--- config.mk ---
export PLATFORM = sky130hd
export DESIGN_NAME = mem_access_ctrl
export DESIGN_NICKNAME = d
export VERILOG_FILES = /design/src/rtl/mem_access_ctrl.sv
export SDC_FILE = /design/constraint.sdc
export NUM_CORES = 1
export LEC_CHECK = 0
export CAP_MARGIN = 20
export CORE_UTILIZATION = 33
export DETAILED_ROUTE_END_ITERATION = 8
export PLACE_DENSITY = 0.55
export SLEW_MARGIN = 20
export SYNTH_ARGS = -nofsm -noshare
export SYNTH_HDL_FRONTEND = slang
export SYNTH_SLANG_ARGS = --single-unit
--- constraint.sdc ---
create_clock -name clock -period 4.2 [get_ports clock]
set_input_delay 0.84 -clock clock [delete_from_list [all_inputs] [get_ports clock]]
set_output_delay 0.84 -clock clock [all_outputs]
set_load 0.01 [all_outputs]
--- src/rtl/mem_access_ctrl.sv ---
// -----------------------------------------------------------------------------
// mem_access_ctrl
//
// Initiator for a single-port synchronous memory (address / data_in / write /
// enable toward the memory, data_out back). On-chip logic issues read or write
// bursts on a valid/ready command port. Write data streams in on a valid/ready
// write port. Read data comes back on a valid/ready response port. Bursts
// auto-increment the address, modulo 2^ADDR_WIDTH.
//
// Optional build macro: MEM_CTRL_STATS_EN adds two saturating 16-bit beat
// counters (wr_count, rd_count).
//
// Ports:
//   clock, reset_n           rising-edge clock, asynchronous active-low reset
//   cmd_valid/cmd_ready      command handshake
//   cmd_write                1 = write burst, 0 = read burst
//   cmd_addr, cmd_len        start address, beats minus one
//   wr_valid/wr_ready        write beat handshake
//   wr_data                  write beat data
//   rsp_valid/rsp_ready      read beat handshake
//   rsp_rdata, rsp_last      read data, final beat of burst
//   busy                     controller not idle
//   mem_address, mem_data_in,
//   mem_write, mem_enable    registered memory controls
//   mem_data_out             memory read data
//   wr_count, rd_count       beat counters (MEM_CTRL_STATS_EN only)
// -----------------------------------------------------------------------------
module mem_access_ctrl #(
  parameter int ADDR_WIDTH   = 8,
  parameter int DATA_WIDTH   = 8,
  parameter int LEN_WIDTH    = 4,
  parameter int READ_LATENCY = 1
) (
  input  logic                  clock,
  input  logic                  reset_n,
  input  logic                  cmd_valid,
  output logic                  cmd_ready,
  input  logic                  cmd_write,
  input  logic [ADDR_WIDTH-1:0] cmd_addr,
  input  logic [LEN_WIDTH-1:0]  cmd_len,
  input  logic                  wr_valid,
  output logic                  wr_ready,
  input  logic [DATA_WIDTH-1:0] wr_data,
  output logic                  rsp_valid,
  input  logic                  rsp_ready,
  output logic [DATA_WIDTH-1:0] rsp_rdata,
  output logic                  rsp_last,
  output logic                  busy,
  output logic [ADDR_WIDTH-1:0] mem_address,
  output logic [DATA_WIDTH-1:0] mem_data_in,
  output logic                  mem_write,
  output logic                  mem_enable,
  input  logic [DATA_WIDTH-1:0] mem_data_out
`ifdef MEM_CTRL_STATS_EN
  ,
  output logic [15:0]           wr_count,
  output logic [15:0]           rd_count
`endif
);

  localparam int LAT_W = (READ_LATENCY > 1) ? $clog2(READ_LATENCY) : 1;

  typedef enum logic [2:0] {
    IDLE     = 3'd0,
    WRITE    = 3'd1,
    RD_ISSUE = 3'd2,
    RD_WAIT  = 3'd3,
    RD_RESP  = 3'd4
  } state_t;

  state_t                state_reg, state_next;
  logic                  started_reg;
  logic [ADDR_WIDTH-1:0] cur_addr_reg, cur_addr_next;
  logic [LEN_WIDTH-1:0]  beat_cnt_reg, beat_cnt_next;
  logic [LAT_W-1:0]      lat_cnt_reg, lat_cnt_next;
  logic [ADDR_WIDTH-1:0] mem_address_reg, mem_address_next;
  logic [DATA_WIDTH-1:0] mem_data_in_reg, mem_data_in_next;
  logic                  mem_write_reg, mem_write_next;
  logic                  mem_enable_reg, mem_enable_next;
  logic                  rsp_valid_reg, rsp_valid_next;
  logic [DATA_WIDTH-1:0] rsp_rdata_reg, rsp_rdata_next;
  logic                  rsp_last_reg, rsp_last_next;

  logic                  wr_beat;
  logic                  rd_capture;

  // started_reg keeps cmd_ready low until the first edge after reset release.
  assign cmd_ready   = started_reg && (state_reg == IDLE);
  assign wr_ready    = (state_reg == WRITE);
  assign busy        = (state_reg != IDLE);
  assign rsp_valid   = rsp_valid_reg;
  assign rsp_rdata   = rsp_rdata_reg;
  assign rsp_last    = rsp_last_reg;
  assign mem_address = mem_address_reg;
  assign mem_data_in = mem_data_in_reg;
  assign mem_write   = mem_write_reg;
  assign mem_enable  = mem_enable_reg;

  assign wr_beat    = (state_reg == WRITE) && wr_valid;
  assign rd_capture = (state_reg == RD_WAIT) &&
                      (lat_cnt_reg == LAT_W'(READ_LATENCY - 1));

  always_ff @(posedge clock or negedge reset_n) begin
    if (!reset_n) begin
      state_reg       <= IDLE;
      started_reg     <= 1'b0;
      cur_addr_reg    <= '0;
      beat_cnt_reg    <= '0;
      lat_cnt_reg     <= '0;
      mem_address_reg <= '0;
      mem_data_in_reg <= '0;
      mem_write_reg   <= 1'b0;
      mem_enable_reg  <= 1'b0;
      rsp_valid_reg   <= 1'b0;
      rsp_rdata_reg   <= '0;
      rsp_last_reg    <= 1'b0;
    end else begin
      state_reg       <= state_next;
      started_reg     <= 1'b1;
      cur_addr_reg    <= cur_addr_next;
      beat_cnt_reg    <= beat_cnt_next;
      lat_cnt_reg     <= lat_cnt_next;
      mem_address_reg <= mem_address_next;
      mem_data_in_reg <= mem_data_in_next;
      mem_write_reg   <= mem_write_next;
      mem_enable_reg  <= mem_enable_next;
      rsp_valid_reg   <= rsp_valid_next;
      rsp_rdata_reg   <= rsp_rdata_next;
      rsp_last_reg    <= rsp_last_next;
    end
  end

  // Read accesses are launched on the edge that enters RD_ISSUE, so
  // mem_enable is high exactly while the FSM sits in RD_ISSUE. The memory
  // samples it on the edge leaving RD_ISSUE, which keeps the response at
  // 1+READ_LATENCY edges after command acceptance.
  always_comb begin
    state_next       = state_reg;
    cur_addr_next    = cur_addr_reg;
    beat_cnt_next    = beat_cnt_reg;
    lat_cnt_next     = lat_cnt_reg;
    mem_address_next = mem_address_reg;
    mem_data_in_next = mem_data_in_reg;
    mem_write_next   = 1'b0;
    mem_enable_next  = 1'b0;
    rsp_valid_next   = rsp_valid_reg;
    rsp_rdata_next   = rsp_rdata_reg;
    rsp_last_next    = rsp_last_reg;

    case (state_reg)
      IDLE: begin
        if (cmd_valid && cmd_ready) begin
          beat_cnt_next = cmd_len;
          if (cmd_write) begin
            cur_addr_next = cmd_addr;
            state_next    = WRITE;
          end else begin
            mem_enable_next  = 1'b1;
            mem_address_next = cmd_addr;
            cur_addr_next    = cmd_addr + ADDR_WIDTH'(1);
            state_next       = RD_ISSUE;
          end
        end
      end

      WRITE: begin
        if (wr_beat) begin
          mem_enable_next  = 1'b1;
          mem_write_next   = 1'b1;
          mem_address_next = cur_addr_reg;
          mem_data_in_next = wr_data;
          cur_addr_next    = cur_addr_reg + ADDR_WIDTH'(1);
          if (beat_cnt_reg == '0) begin
            state_next = IDLE;
          end else begin
            beat_cnt_next = beat_cnt_reg - LEN_WIDTH'(1);
          end
        end
      end

      RD_ISSUE: begin
        lat_cnt_next = '0;
        state_next   = RD_WAIT;
      end

      RD_WAIT: begin
        if (rd_capture) begin
          rsp_valid_next = 1'b1;
          rsp_rdata_next = mem_data_out;
          rsp_last_next  = (beat_cnt_reg == '0);
          state_next     = RD_RESP;
        end else begin
          lat_cnt_next = lat_cnt_reg + LAT_W'(1);
        end
      end

      RD_RESP: begin
        if (rsp_ready) begin
          rsp_valid_next = 1'b0;
          rsp_last_next  = 1'b0;
          if (beat_cnt_reg == '0) begin
            state_next = IDLE;
          end else begin
            beat_cnt_next    = beat_cnt_reg - LEN_WIDTH'(1);
            mem_enable_next  = 1'b1;
            mem_address_next = cur_addr_reg;
            cur_addr_next    = cur_addr_reg + ADDR_WIDTH'(1);
            state_next       = RD_ISSUE;
          end
        end
      end

      default: begin
        state_next = IDLE;
      end
    endcase
  end

`ifdef MEM_CTRL_STATS_EN
  logic [15:0] wr_count_reg;
  logic [15:0] rd_count_reg;

  assign wr_count = wr_count_reg;
  assign rd_count = rd_count_reg;

  // Saturating beat counters.
  always_ff @(posedge clock or negedge reset_n) begin
    if (!reset_n) begin
      wr_count_reg <= '0;
      rd_count_reg <= '0;
    end else begin
      if (wr_beat && (wr_count_reg != 16'hFFFF)) begin
        wr_count_reg <= wr_count_reg + 16'd1;
      end
      if (rd_capture && (rd_count_reg != 16'hFFFF)) begin
        rd_count_reg <= rd_count_reg + 16'd1;
      end
    end
  end
`endif

endmodule

==> impl_metrics.csv <==
group,metric,value,unit
power_and_ir_drop,clkPwrFrac,0.130,
global_route,antenna_found_initial,0,
power_and_ir_drop,ir_drop,0.0002353,V
yosys,synth_edf_count,0,
global_route,grt_max_degree,46,
layout,diodes,0,
critical_path,max_stage_delay,780,ps
yosys,syn_area,0.002422,sq mm
timing,setup_tns,0,ps
power_and_ir_drop,p_int,1.383,mW
critical_path,cp-start-kind,"flip-flop",
yosys,synth_nets,260,
status,run_status,"finished clean",
place,port_buffers,64,
yosys,synthArstFlopShare,1.000,
power_and_ir_drop,pwr-share-comb,0.508,
clocking,path_clk_slew,90,ps
floorplanning,rows,30,
timing,worst_pin_slew,817.0,ps
yosys,synthTopCellsByArea,"dfrtp_1, mux2_2, nand2_1, a31oi_1, nor2_1",
clocking,ctsHtreeMaxLevel,2,
global_route,grt.total_usage,0.1530,
yosys,synth_seq_area_share,0.4649,
critical_path,slowest_stage,"dfrtp_1",
timing,period_minus_slack,3010,ps
power_and_ir_drop,power_frac_seq,0.361,
layout,final_area,0.003213,sq mm
clocking,cts_setup_buffers,0,
flow_run,drv_cap,0,
drt,drtIter0Drc,129,
global_route,first_global_vias,1738,
yosys,yosys_warnings,0,
drt,antenna_left,0,
drt,vias,1851,
critical_path,worstPathCellList,"inv_1 -> and2_1 -> clkdlybuf4s50_1",
drt,routed_wl,5474,microns
drt,viasPerCell,4.858,
floorplanning,core_area,0.006944,sq mm
timing,post-route-period-util,0.7167,
clocking,clock-root-buffer,"clkbuf_8",
clocking,numCtsBuffers,5,
place,dpl.hpwl,3974,microns
layout,syn_to_final_growth,32.64,%
layout,drive_gt1_frac,0.1719,
place,gp_congestion,0.8165,
critical_path,path_class,"flip-flop to output port",
floorplanning,io_pins,65,
critical_path,path_buf_inv,2,
critical_path,crit_fanout,18,
clocking,clk_latency,300,ps
yosys,syn_area_per_cell,10.86,sq um
clocking,post_cts_resized,0,
critical_path,crit_path_end_kind,"output port",
clocking,tritoncts,"done",
timing,rsz0062_at_grt,"no",
drt,post_drt_wl_per_cell,14.37,microns
floorplanning,die_y,87.68,microns
critical_path,cp.required,3360,ps
timing,finClkSkew,12.54,ps
floorplanning,initial_core_util,0.3488,
power_and_ir_drop,power_leakage,1.303,nW
yosys,synth_area_leader_cell,"dfrtp_1",
drt,dr.pass1.iters,4,
critical_path,crit_family,"buffers and inverters",
global_route,grt.overflow.total,0,
floorplanning,die_area,0.007687,sq mm
place,placed_area,0.003114,sq mm
timing,fmax,0.3322,GHz
layout,final_nets,321,
yosys,syn_inst,223,
critical_path,crit_arrival,2170,ps
timing,max_slew_margin,0.4529,
power_and_ir_drop,switching_share,0.3683,
yosys,synth_top_area_frac,0.4649,
timing,setup_viol,0,
min_path,hp-class,"flip-flop to flip-flop",
drt,drc,0,
clocking,clockBufferDepth,2,
yosys,ys.flop_type,"dfrtp_1",
yosys,synth_cell_types,63,
floorplanning,die_w,87.68,microns
power_and_ir_drop,p_sw,0.8061,mW
timing,finalHoldViolCount,0,
clocking,clock-sinks,45,
clocking,holdBufCountCts,0,
global_route,grt_pass1_wl,9025,microns
yosys,synth-seq-cells,45,
timing,drv_slew,0,
power_and_ir_drop,pwr_density_cell,681.2,mW/mm^2
layout make-up:
cell class,count,area [sq um]
Inverter,7,26.28
Clock buffer,6,82.58
Fill cell,666,3731
Multi-Input combinational cell,160,1199
Timing Repair Buffer,65,645.6
Tap cell,96,120.1
Sequential cell,45,1126
Clock inverter,2,13.76
routing by layer:
| layer | GRT usage | vias to the layer above | part of all wire |
|---|---|---|---|
| met5 | 0 | - | 0 |
| met4 | 0.04918 | 0 | 0.011 |
| met3 | 0.02639 | 5 | 0.028 |
| met2 | 0.2195 | 34 | 0.44 |
| met1 | 0.2316 | 875 | 0.52 |
| li1 | - | 937 | - |
power by group through the flow:
stage	combinational [mW]	clock, mW	sequential [mW]
finish	1.11	0.285	0.791
global route	1.22	0.314	0.818
floorplan	0.651	0	0.812
detailed placement	1.12	0	0.797
CTS	1.13	0.297	0.788
global placement	1.12	0	0.795
cell usage after synthesis (all sizes together), types with 6 or more instances:
cell type and number:
inv 7, a21oi 6, buf 6, nor2 15, dfrtp 45, nand2 23, a31oi 11, mux2 17
o21ai 9, nand3 6
placed cells by master, fill, tap and decap left out, types with 3 or more instances in the layout:
cell type / instances
a21oi_1: 6
xor2_1: 4
clkbuf_8: 6
o22a_1: 3
ha_1: 3
dfrtp_1: 45
a31oi_1: 11
nor3_1: 4
inv_1: 7
nor2_1: 13
and3_1: 3
mux2_2: 16
a2bb2oi_1: 5
clkdlybuf4s50_1: 63
o21ai_0: 9
nand3_1: 6
nand2_1: 22
stage by stage:
step | hold WS (ps) | setup slack (ps) | total power [mW] | utilization | std cells
4_1_cts | 508.6 | 1191 | 2.211 | 0.4623 | 381
3_5_place_dp | 488.2 | 1414 | 1.919 | 0.4485 | 373
6_report | 501.4 | 1190 | 2.189 | 0.4627 | 381
2_1_floorplan | 482.7 | 2200 | 1.463 | - | 223
3_3_place_gp | 486.8 | 1464 | 1.912 | 0.4485 | 373
5_1_grt | 523.1 | 1066 | 2.349 | 0.4627 | 381
final timing paths:
| kind | cells past startpoint | from | slack [ps] | to |
|---|---|---|---|---|
| setup / recovery | 3 | state_reg[1]$_DFFE_PN0P_ | 1190 | wr_ready |
| hold / removal | 1 | rsp_last$_DFFE_PN0P_ | 500 | rsp_last$_DFFE_PN0P_ |
| setup reg to reg | 3 | state_reg[1]$_DFFE_PN0P_ | 1760 | rsp_rdata[7]$_DFFE_PN0P_ |
| hold reg to reg | 1 | rsp_last$_DFFE_PN0P_ | 500 | rsp_last$_DFFE_PN0P_ |
| max in group asynchronous | 1 | reset_n | 3260 | cur_addr_reg[4]$_DFFE_PN0P_ |
| min in group asynchronous | 1 | reset_n | 530 | state_reg[1]$_DFFE_PN0P_ |
worst reg2reg max path, cell delays in order, from the launching register on:
cell and delay (ps):
dfrtp_1 780, inv_1 370, nor3b_2 770, mux2_2 410
kinds of logic (layout without fill, tap and decap cells):
logic type | count (synthesis) | after routing | synth area share
fa+ha+maj | 3 | 3 | 0.01550
mux | 19 | 19 | 0.08884
xor+xnor | 7 | 7 | 0.03616
simple gates | 75 | 75 | 0.1756
other cells | 1 | 1 | 0.001548
buf+inv | 18 | 80 | 0.04288
flops | 45 | 45 | 0.4649
compound gates | 55 | 55 | 0.1746
(Power assumes the default switching activity.)
